==> src/rtl/mem_access_stage_pkg.sv <==
`default_nettype none
// =============================================================================
// mem_access_stage_pkg : FSM state encoding and width defaults for the MEM stage
// Rev 1.0
// =============================================================================
package mem_access_stage_pkg;

  localparam int DATA_W_DEF     = 16;
  localparam int REG_ADDR_W_DEF = 3;
  localparam int CNT_W          = 8;

  typedef enum logic [0:0] {
    ST_IDLE   = 1'b0,
    ST_ACCESS = 1'b1
  } state_t;

endpackage
`default_nettype wire

==> src/rtl/mem_access_stage_if.sv <==
`default_nettype none
// =============================================================================
// mem_access_stage_if : req/ack data-memory bus between the MEM stage and memory
// Rev 1.0
// =============================================================================
interface mem_access_stage_if
  import mem_access_stage_pkg::*;
#(
  parameter int DATA_W = DATA_W_DEF
);

  logic              req;
  logic              we;
  logic [DATA_W-1:0] addr;
  logic [DATA_W-1:0] wdata;
  logic [DATA_W-1:0] rdata;
  logic              ack;

  modport master (output req, we, addr, wdata, input rdata, ack);
  modport slave  (input req, we, addr, wdata, output rdata, ack);

endinterface
`default_nettype wire

==> src/rtl/mem_access_stage_mem_wb_reg.sv <==
`default_nettype none
// =============================================================================
// mem_access_stage_mem_wb_reg : MEM/WB pipeline register; valid pulses on load
// Rev 1.0
// =============================================================================
module mem_access_stage_mem_wb_reg
  import mem_access_stage_pkg::*;
#(
  parameter int DATA_W     = DATA_W_DEF,
  parameter int REG_ADDR_W = REG_ADDR_W_DEF
) (
  input  logic                  clk,
  input  logic                  rst,
  input  logic                  load,
  input  logic                  reg_write_d,
  input  logic [REG_ADDR_W-1:0] dst_d,
  input  logic [DATA_W-1:0]     data_d,
  output logic                  valid,
  output logic                  reg_write,
  output logic [REG_ADDR_W-1:0] dst,
  output logic [DATA_W-1:0]     data
);

  // Payload holds between loads; only valid drops back to zero.
  always_ff @(posedge clk) begin
    if (rst) begin
      valid     <= 1'b0;
      reg_write <= 1'b0;
      dst       <= '0;
      data      <= '0;
    end else begin
      valid <= load;
      if (load) begin
        reg_write <= reg_write_d;
        dst       <= dst_d;
        data      <= data_d;
      end
    end
  end

endmodule
`default_nettype wire

==> src/rtl/mem_access_stage.sv <==
`default_nettype none
// =============================================================================
// mem_access_stage : MEM pipeline stage - branch resolve, req/ack load/store, MEM/WB
// Rev 1.0
// =============================================================================
module mem_access_stage
  import mem_access_stage_pkg::*;
#(
  parameter int DATA_W     = DATA_W_DEF,
  parameter int REG_ADDR_W = REG_ADDR_W_DEF,
  parameter int TIMEOUT    = 15
) (
  input  logic                  clk,
  input  logic                  rst,
  input  logic                  ex_valid,
  input  logic [DATA_W-1:0]     alu_result,
  input  logic [DATA_W-1:0]     adder_result,
  input  logic                  zero,
  input  logic [DATA_W-1:0]     store_data,
  input  logic [REG_ADDR_W-1:0] dst_reg,
  input  logic                  ctl_branch,
  input  logic                  ctl_mem_read,
  input  logic                  ctl_mem_write,
  input  logic                  ctl_reg_write,
  input  logic                  ctl_mem_to_reg,
  output logic                  stall,
  output logic                  pc_src,
  output logic [DATA_W-1:0]     branch_target,
  mem_access_stage_if.master    mem,
  output logic                  wb_valid,
  output logic                  wb_reg_write,
  output logic [REG_ADDR_W-1:0] wb_dst,
  output logic [DATA_W-1:0]     wb_data,
  output logic                  mem_err
);

  localparam logic [CNT_W-1:0] c_timeout_last = CNT_W'(TIMEOUT - 1);

  state_t                r_state;
  logic [CNT_W-1:0]      r_cnt;
  logic                  r_pc_src;
  logic [DATA_W-1:0]     r_branch_target;
  logic                  r_mem_req;
  logic                  r_mem_we;
  logic [DATA_W-1:0]     r_mem_addr;
  logic [DATA_W-1:0]     r_mem_wdata;
  logic                  r_mem_err;
  logic [REG_ADDR_W-1:0] r_dst;
  logic                  r_reg_write;
  logic                  r_mem_to_reg;

  logic                  w_mem_op;
  logic                  w_timeout;
  logic                  w_wb_load;
  logic                  w_wb_reg_write;
  logic [REG_ADDR_W-1:0] w_wb_dst;
  logic [DATA_W-1:0]     w_wb_data;

  assign w_mem_op  = ctl_mem_read | ctl_mem_write;
  assign w_timeout = (r_state == ST_ACCESS) && !mem.ack && (r_cnt == c_timeout_last);

  always_ff @(posedge clk) begin
    if (rst) begin
      r_state         <= ST_IDLE;
      r_cnt           <= '0;
      r_pc_src        <= 1'b0;
      r_branch_target <= '0;
      r_mem_req       <= 1'b0;
      r_mem_we        <= 1'b0;
      r_mem_addr      <= '0;
      r_mem_wdata     <= '0;
      r_mem_err       <= 1'b0;
      r_dst           <= '0;
      r_reg_write     <= 1'b0;
      r_mem_to_reg    <= 1'b0;
    end else begin
      r_pc_src <= 1'b0;
      unique case (r_state)
        ST_IDLE: begin
          if (ex_valid) begin
            r_branch_target <= adder_result;
            if (w_mem_op) begin
              r_state      <= ST_ACCESS;
              r_cnt        <= '0;
              r_mem_req    <= 1'b1;
              r_mem_we     <= ctl_mem_write;
              r_mem_addr   <= alu_result;
              r_mem_wdata  <= store_data;
              r_dst        <= dst_reg;
              // Any write (including read+write) never updates the register file.
              r_reg_write  <= ctl_reg_write & ~ctl_mem_write;
              r_mem_to_reg <= ctl_mem_to_reg;
            end else begin
              r_pc_src <= ctl_branch & zero;
            end
          end
        end
        ST_ACCESS: begin
          if (mem.ack || w_timeout) begin
            r_state   <= ST_IDLE;
            r_cnt     <= '0;
            r_mem_req <= 1'b0;
            r_mem_we  <= 1'b0;
            if (w_timeout) begin
              r_mem_err <= 1'b1;
            end
          end else begin
            r_cnt <= r_cnt + 1'b1;
          end
        end
        default: r_state <= ST_IDLE;
      endcase
    end
  end

  always_comb begin
    w_wb_load      = 1'b0;
    w_wb_reg_write = ctl_reg_write;
    w_wb_dst       = dst_reg;
    w_wb_data      = alu_result;
    unique case (r_state)
      ST_IDLE: begin
        w_wb_load = ex_valid & ~w_mem_op;
      end
      ST_ACCESS: begin
        w_wb_dst = r_dst;
        if (mem.ack) begin
          w_wb_load      = 1'b1;
          w_wb_reg_write = r_reg_write;
          w_wb_data      = r_mem_to_reg ? mem.rdata : r_mem_addr;
        end else if (w_timeout) begin
          w_wb_load      = 1'b1;
          w_wb_reg_write = 1'b0;
          w_wb_data      = '0;
        end
      end
      default: w_wb_load = 1'b0;
    endcase
  end

  mem_access_stage_mem_wb_reg #(
    .DATA_W     (DATA_W),
    .REG_ADDR_W (REG_ADDR_W)
  ) u_mem_wb_reg (
    .clk         (clk),
    .rst         (rst),
    .load        (w_wb_load),
    .reg_write_d (w_wb_reg_write),
    .dst_d       (w_wb_dst),
    .data_d      (w_wb_data),
    .valid       (wb_valid),
    .reg_write   (wb_reg_write),
    .dst         (wb_dst),
    .data        (wb_data)
  );

  assign stall         = (r_state == ST_ACCESS);
  assign pc_src        = r_pc_src;
  assign branch_target = r_branch_target;
  assign mem_err       = r_mem_err;
  assign mem.req       = r_mem_req;
  assign mem.we        = r_mem_we;
  assign mem.addr      = r_mem_addr;
  assign mem.wdata     = r_mem_wdata;

endmodule
`default_nettype wire

==> src/flat_wrapper.sv <==
// flat-port wrapper written by rule: the top's interface ports become plain ports
module mem_access_stage_flat import mem_access_stage_pkg::*;
#(
  parameter int DATA_W     = DATA_W_DEF,
  parameter int REG_ADDR_W = REG_ADDR_W_DEF,
  parameter int TIMEOUT    = 15
)
  (clk, rst, ex_valid, alu_result, adder_result, zero, store_data, dst_reg, ctl_branch, ctl_mem_read, ctl_mem_write, ctl_reg_write, ctl_mem_to_reg, stall, pc_src, branch_target, wb_valid, wb_reg_write, wb_dst, wb_data, mem_err, mem_req, mem_we, mem_addr, mem_wdata, mem_rdata, mem_ack);
  mem_access_stage_if #(.DATA_W(DATA_W)) mem_i ();
  input  logic clk;
  input  logic rst;
  input  logic ex_valid;
  input  logic [DATA_W-1:0] alu_result;
  input  logic [DATA_W-1:0] adder_result;
  input  logic zero;
  input  logic [DATA_W-1:0] store_data;
  input  logic [REG_ADDR_W-1:0] dst_reg;
  input  logic ctl_branch;
  input  logic ctl_mem_read;
  input  logic ctl_mem_write;
  input  logic ctl_reg_write;
  input  logic ctl_mem_to_reg;
  output logic stall;
  output logic pc_src;
  output logic [DATA_W-1:0] branch_target;
  output logic wb_valid;
  output logic wb_reg_write;
  output logic [REG_ADDR_W-1:0] wb_dst;
  output logic [DATA_W-1:0] wb_data;
  output logic mem_err;
  output wire logic [$bits(mem_i.req)-1:0] mem_req;
  output wire logic [$bits(mem_i.we)-1:0] mem_we;
  output wire logic [$bits(mem_i.addr)-1:0] mem_addr;
  output wire logic [$bits(mem_i.wdata)-1:0] mem_wdata;
  input wire logic [$bits(mem_i.rdata)-1:0] mem_rdata;
  input wire logic [$bits(mem_i.ack)-1:0] mem_ack;
  assign mem_req = mem_i.req;
  assign mem_we = mem_i.we;
  assign mem_addr = mem_i.addr;
  assign mem_wdata = mem_i.wdata;
  assign mem_i.rdata = mem_rdata;
  assign mem_i.ack = mem_ack;
  mem_access_stage #(.DATA_W(DATA_W), .REG_ADDR_W(REG_ADDR_W), .TIMEOUT(TIMEOUT)) u_core (.clk(clk), .rst(rst), .ex_valid(ex_valid), .alu_result(alu_result), .adder_result(adder_result), .zero(zero), .store_data(store_data), .dst_reg(dst_reg), .ctl_branch(ctl_branch), .ctl_mem_read(ctl_mem_read), .ctl_mem_write(ctl_mem_write), .ctl_reg_write(ctl_reg_write), .ctl_mem_to_reg(ctl_mem_to_reg), .stall(stall), .pc_src(pc_src), .branch_target(branch_target), .mem(mem_i), .wb_valid(wb_valid), .wb_reg_write(wb_reg_write), .wb_dst(wb_dst), .wb_data(wb_data), .mem_err(mem_err));
endmodule
==> config.mk <==
export PLATFORM = sky130hd
export DESIGN_NAME = mem_access_stage_flat
export DESIGN_NICKNAME = d
export VERILOG_FILES = /design/src/rtl/mem_access_stage_pkg.sv /design/src/rtl/mem_access_stage_if.sv /design/src/rtl/mem_access_stage_mem_wb_reg.sv /design/src/rtl/mem_access_stage.sv /design/src/flat_wrapper.sv
export SDC_FILE = /design/constraint.sdc
export NUM_CORES = 1
export LEC_CHECK = 0
export ABC_AREA = 0
export BUFFER_PORTS_ARGS = -buffer_cell sky130_fd_sc_hd__buf_4
export CORE_ASPECT_RATIO = 0.9
export CORE_MARGIN = 5
export CORE_UTILIZATION = 35
export CTS_CLUSTER_DIAMETER = 80
export DETAILED_ROUTE_END_ITERATION = 8
export RECOVER_POWER = 25
export SLEW_MARGIN = 30
export SYNTH_ARGS = -nofsm -noshare
export SYNTH_HDL_FRONTEND = slang
export SYNTH_SLANG_ARGS = --single-unit
==> constraint.sdc <==
create_clock -name clk -period 1.61 [get_ports clk]
set_input_delay 0 -clock clk [delete_from_list [all_inputs] [get_ports clk]]
set_output_delay 0 -clock clk [all_outputs]
set_load 0.01 [all_outputs]
Word level (Yosys, flattened, before mapping). Cells that the tools add are included.

Latch bits: 0. Flip-flop bits (word level): 87. Word-level logic and storage cells: 65. RAM bits: 0. Memories kept: 0. Bits in read-only memories: 0. Output and inout port bits: 74. Input port bits: 77.

Divide/modulo/power cells: 0. Shift-type cells: 0. Muxes and demuxes: 26. Reduce and logical (&&, ||, !) cells: 10. Equality and inequality tests: 4. Multiply operators: 0. Add/subtract/negate cells: 1. $lt $le $gt $ge: 0. Bitwise gates (word level): 8.

Operators by type and width (number): 16-bit two-way mux (4); 8-bit two-way mux (3); 8-bit case mux with 2 select lines (1); 1-bit two-way mux (13); 3-bit AND reduction (3); 8-bit by 1-bit adder with 8-bit output (second input constant) (1); 8-bit by 4-bit == test with 1-bit output (second input constant) (1); 1-bit case mux with 2 select lines (4); 2-bit inequality test (second input constant) (2); 1-bit inverter (4); 2-bit AND reduction (2); 4-bit OR reduction (1); 1-bit AND (3); 3-bit two-way mux (1); 1-bit logical AND (2); 2-bit by 1-bit inequality test with 1-bit output (second input constant) (1); 1-bit zero test (1); 1-bit logical OR (1); 1-bit OR (1).

Longest topological paths before layout.
Depth after elaboration: 6. Mapped depth: 8. Depth with buffers taken out: 6.

Cells and area by module. From an unflattened synthesis, not the netlist that was laid out.

Cell total of the unflattened synthesis: 410. Area, all modules: 3602.2 sq um.

Modules (own cells, without submodules): mem_access_stage (times used 1, cells an instance 343, area an instance 2841.5 sq um, seq. area each 1321.3 sq um); mem_access_stage_mem_wb_reg (times used 1, cells an instance 67, area an instance 760.7 sq um, seq. area each 420.4 sq um).

Least setup slack after synthesis. Ideal clock, no wire load.

Kind: register to register. From: reg u_core.r_state, in the netlist u_core.stall. To: reg u_core.u_mem_wb_reg.dst[0]. Period minus slack after synthesis: 1.730 ns. Library setup time: 0.119 ns. Required time: 1.491 ns. Setup slack: -0.120 ns. Data arrival time: 1.611 ns. Stages on the path, launching flop included: 6. Path buffers: 2. Cells stage by stage: dfxtp_1 buf_4 or4b_4 o21a_1 buf_2 o221a_2.

Word-level cells in the longest chain between the ends: 5. Elaborated cells between the ends (all ways): 7. Classes of those cells: 4 x mux; 1 x bitwise; 2 x reduce/logical.

RTL lines: start: declaration (RTL line mem_access_stage.sv:39) `state_t r_state;`; start signal: assignment (RTL line mem_access_stage.sv:64) `r_state <= ST_IDLE;`; start signal: assignment (RTL line mem_access_stage.sv:83) `r_state <= ST_ACCESS;`; start signal: assignment (RTL line mem_access_stage.sv:100) `r_state <= ST_IDLE;`; 1-bit logical AND (2 in a row) (RTL line mem_access_stage.sv:60) `assign w_timeout = (r_state == ST_ACCESS) && !mem.ack && (r_cnt == c_timeout_last);`; 1-bit two-way mux (RTL line mem_access_stage.sv:131) `end else if (w_timeout) begin`; 1-bit two-way mux (RTL line mem_access_stage.sv:127) `if (mem.ack) begin`; 1-bit case mux with 2 select lines (RTL line mem_access_stage.sv:121) `unique case (r_state)`; end signal: assignment (RTL line mem_access_stage_mem_wb_reg.sv:35) `dst <= dst_d;`; end: declaration (RTL line mem_access_stage_mem_wb_reg.sv:20) `output logic [REG_ADDR_W-1:0] dst,`.

Parallel ways exist; a longest one is shown, timed or not. A chain may end at the register's enable or synchronous reset.

Final worst setup path.
From: reg u_core.r_cnt[6]. To: reg u_core.u_mem_wb_reg.data[14].

Word-level cells in the longest chain between the ends: 5. Elaborated cells between the ends (all ways): 8. Classes of those cells: 1 x eq/ne; 6 x mux; 1 x reduce/logical.

RTL lines: start: declaration (RTL line mem_access_stage.sv:40) `logic [CNT_W-1:0] r_cnt;`; start signal: assignment (RTL line mem_access_stage.sv:108) `r_cnt <= r_cnt + 1'b1;`; 8-bit by 4-bit == test with 1-bit output (*) (RTL line mem_access_stage.sv:60); 1-bit logical AND (*) (RTL line mem_access_stage.sv:60); 1-bit two-way mux or 16-bit two-way mux (tied branches) (RTL line mem_access_stage.sv:131); 1-bit two-way mux or 16-bit two-way mux (tied branches) (RTL line mem_access_stage.sv:127); 1-bit case mux with 2 select lines or 16-bit two-way mux (tied branches) (RTL line mem_access_stage.sv:121); end signal: assignment (RTL line mem_access_stage_mem_wb_reg.sv:36) `data <= data_d;`; end: declaration (RTL line mem_access_stage_mem_wb_reg.sv:21) `output logic [DATA_W-1:0] data`.

Every way passes the cells marked *; elsewhere a longest branch is shown, timed or not.

==> impl_metrics.toml <==
[status]
status = "finished with violations"
failed_checks = "negative setup slack"

[synthesis]
synthSimpleGateAreaFrac_pct = 19.6
ys_top_cells_by_count = "nand2_1 (109), dfxtp_1 (87), a21oi_1 (57)"
ys_seq_area_share_pct = 48.0
muxShareOfSynthArea_pct = 4.97
ys_ff_latch = 87
ys_async_sr_fraction_pct = 0
syn_avg_cell_area_um2 = 8.35
ys_warn_count = 0
synth_edf_count = 0
synth_cell_types = 41
synthCells = 434
synth_xor_area_share_pct = 0.725
netlist_top_cells_area = "dfxtp_1 (48%), nand2_1 (11%), a21oi_1 (7.9%), mux2_2 (5.0%), a221oi_2 (3.7%)"
syn_nets = 513
synth_top_area_cell = "dfxtp_1"
synthesis.area_um2 = 3630
synth_compound_area_share_pct = 20.0
yosysTopAreaCellShare_pct = 48.0
synthAdderAreaFrac_pct = 0.690
synthFlopType = "dfxtp_1"
synth_top_family_by_area = "compound AO/OA/AOI/OAI gates"
synthMostInstantiatedCell = "nand2_1"

[setup_path]
arrival_ps = 1930
critPathKind = "reg -> reg"
path_max_fanout = 9
cp-start-kind = "flip-flop"
worst_ep_required_time_ps = 1850
crit_path_end_kind = "flip-flop"
r2r_slack_ps = -80

[power]
vdd.ir_drop.worst_mv = 0.539
p_total_w = 0.00533
leakagePower_nw = 2.43
cellPowerDensity_nw_per_um2 = 902

[final_layout]
layout.nets = 729
seqCellArea_um2 = 1750
nFillCells = 925
area_growth_pct = 62.9
multiInputGateArea_um2 = 1780
drive_above_1_share_pct = 32.4
diodes = 0

[die]
floorplan.initialDensity_pct = 35.5
die_w_um = 117
rows = 35
ios = 151
dieArea_um2 = 12500
die_h_um = 107
core_area_um2 = 10200

[timing]
fin_ws_ps = -76.1
period_share_pct = 105
skew_ps = 6.50
period_needed_ps = 1690
slew-limit-headroom_pct = 68.6
final-setup-viol-count = 18
maxSlewViolCount = 0
rsz0062_at_grt = "true"
hold_viol = 0
timing.fmax_mhz = 593
tightestPinTransition_ps = 469

[route]
drc_errors = 0
routedWlPerCell_um = 15.5
vias_per_cell = 4.93
drt-pass1-iter-count = 4
ant_nets = 0
totalWireLength_um = 12200
drt-initial-drc-count = 196
vias = 3864

[clocking]
h-tree-depth = 3
clock_path_buffers = 2
cts_made_buffers = 9
cts.clk_slew.worst_paths_ps = 60
cts-root-buf = "clkbuf_16"
cts_tree = "yes"
cts_num_sinks = 87
clock_latency_ps = 330

[global_routing]
grt_start_max_net_pins = 32
antenna_found_initial = 0
grt.total_usage_pct = 19.0
grt-ovfl-total = 0
grt_pass1_vias = 3856
grt_pass1_wl_um = 19000

[place]
place_ws_ps = -70.3
hpwl_um = 8520
place.gp.congestion = 0.753
portBuffers = 150

[min_path]
min_path_type = "in -> reg"

[run]
max_cap_viol_count = 0
worst max-delay path, stage by stage, from the launching register on:
cell       delay [ps]
dfxtp_2           320
or4b_4            560
o21ai_4           210
a21oi_4            70
clkbuf_16         190
a221oi_2          250
metrics by stage:
stage | hold WS (ps) | instances | area [µm²] | TNS, ps | utilization [%]
finish | 27.4 | 783 | 5910 | -776 | 57.9
global route | 41.5 | 783 | 5910 | -2070 | 57.9
CTS | 18.2 | 782 | 5980 | -461 | 58.7
detailed placement | 251 | 710 | 5090 | -623 | 49.9
global placement | 247 | 710 | 5090 | -91.5 | 49.9
floorplan | 118 | 434 | 3670 | -734 | -
cells by family (layout without fill, tap and decap cells):
logic type,count (synthesis),after routing
buf+inv,52,272
compound gates,108,108
xor+xnor,3,3
fa+ha+maj,2,2
flops,87,87
mux,16,16
simple gates,166,166
path summary, 6_finish.rpt:
kind / startpoint / end / cells past startpoint
worst max-delay path: u_core.r_cnt[6] / u_core.u_mem_wb_reg.data[14] / 5
worst max register to register: u_core.r_cnt[6] / u_core.u_mem_wb_reg.data[14] / 5
worst min-delay path: ctl_mem_write / u_core.r_reg_write / 3
worst min register to register: u_core.r_reg_write / u_core.r_reg_write / 2
metal layers:
layer  vias to the layer above  track usage (%)  part of all wire, %
li1                       1912                -                    -
met1                      1801             24.5                   43
met2                       130             31.4                   49
met3                        21             4.21                  6.6
met4                         0             5.81                  1.9
met5                         -                0                    0
power breakdown:
group / internal, W / total (W) / switching [W]
combinational: 0.000553 / 0.00106 / 0.000510
clock: 0.00105 / 0.00190 / 0.000852
sequential: 0.00228 / 0.00237 / 0.0000823
cell type report:
cell class              instances  share of cell area (%)
clock buffers                   9                    3.81
clock inverters                 6                   0.784
inverters                      19                    1.21
multi-input cells             295                    30.1
flip-flops and latches         87                    29.5
well taps                     129                    2.73
repair buffers                238                    31.9
layout by cell type (no fill, tap or decap), types with 3 or more instances in the layout:
cell,count
xor2_1,3
o221a_4,3
buf_12,4
mux2_2,16
inv_1,18
dfxtp_1,84
a21oi_1,57
clkbuf_16,10
nand2_1,109
dfxtp_2,3
o21ai_1,8
nor2_1,17
clkbuf_1,33
nand3_1,20
o21ai_0,12
a221oi_2,17
nor3_1,4
dlygate4sd3_1,56
or3_1,3
buf_4,142
timing repair:
item / CTS / global route
resized for setup: 9 / 7
cloned: 0 / 1
pin swaps: 3 / 4
hold endpoints to repair: 55 / 0
setup endpoints to repair: 21 / 28
hold buffers: 56 / 0
setup buffers: 1 / 0
Note: power is estimated with default switching activity, not from simulation.
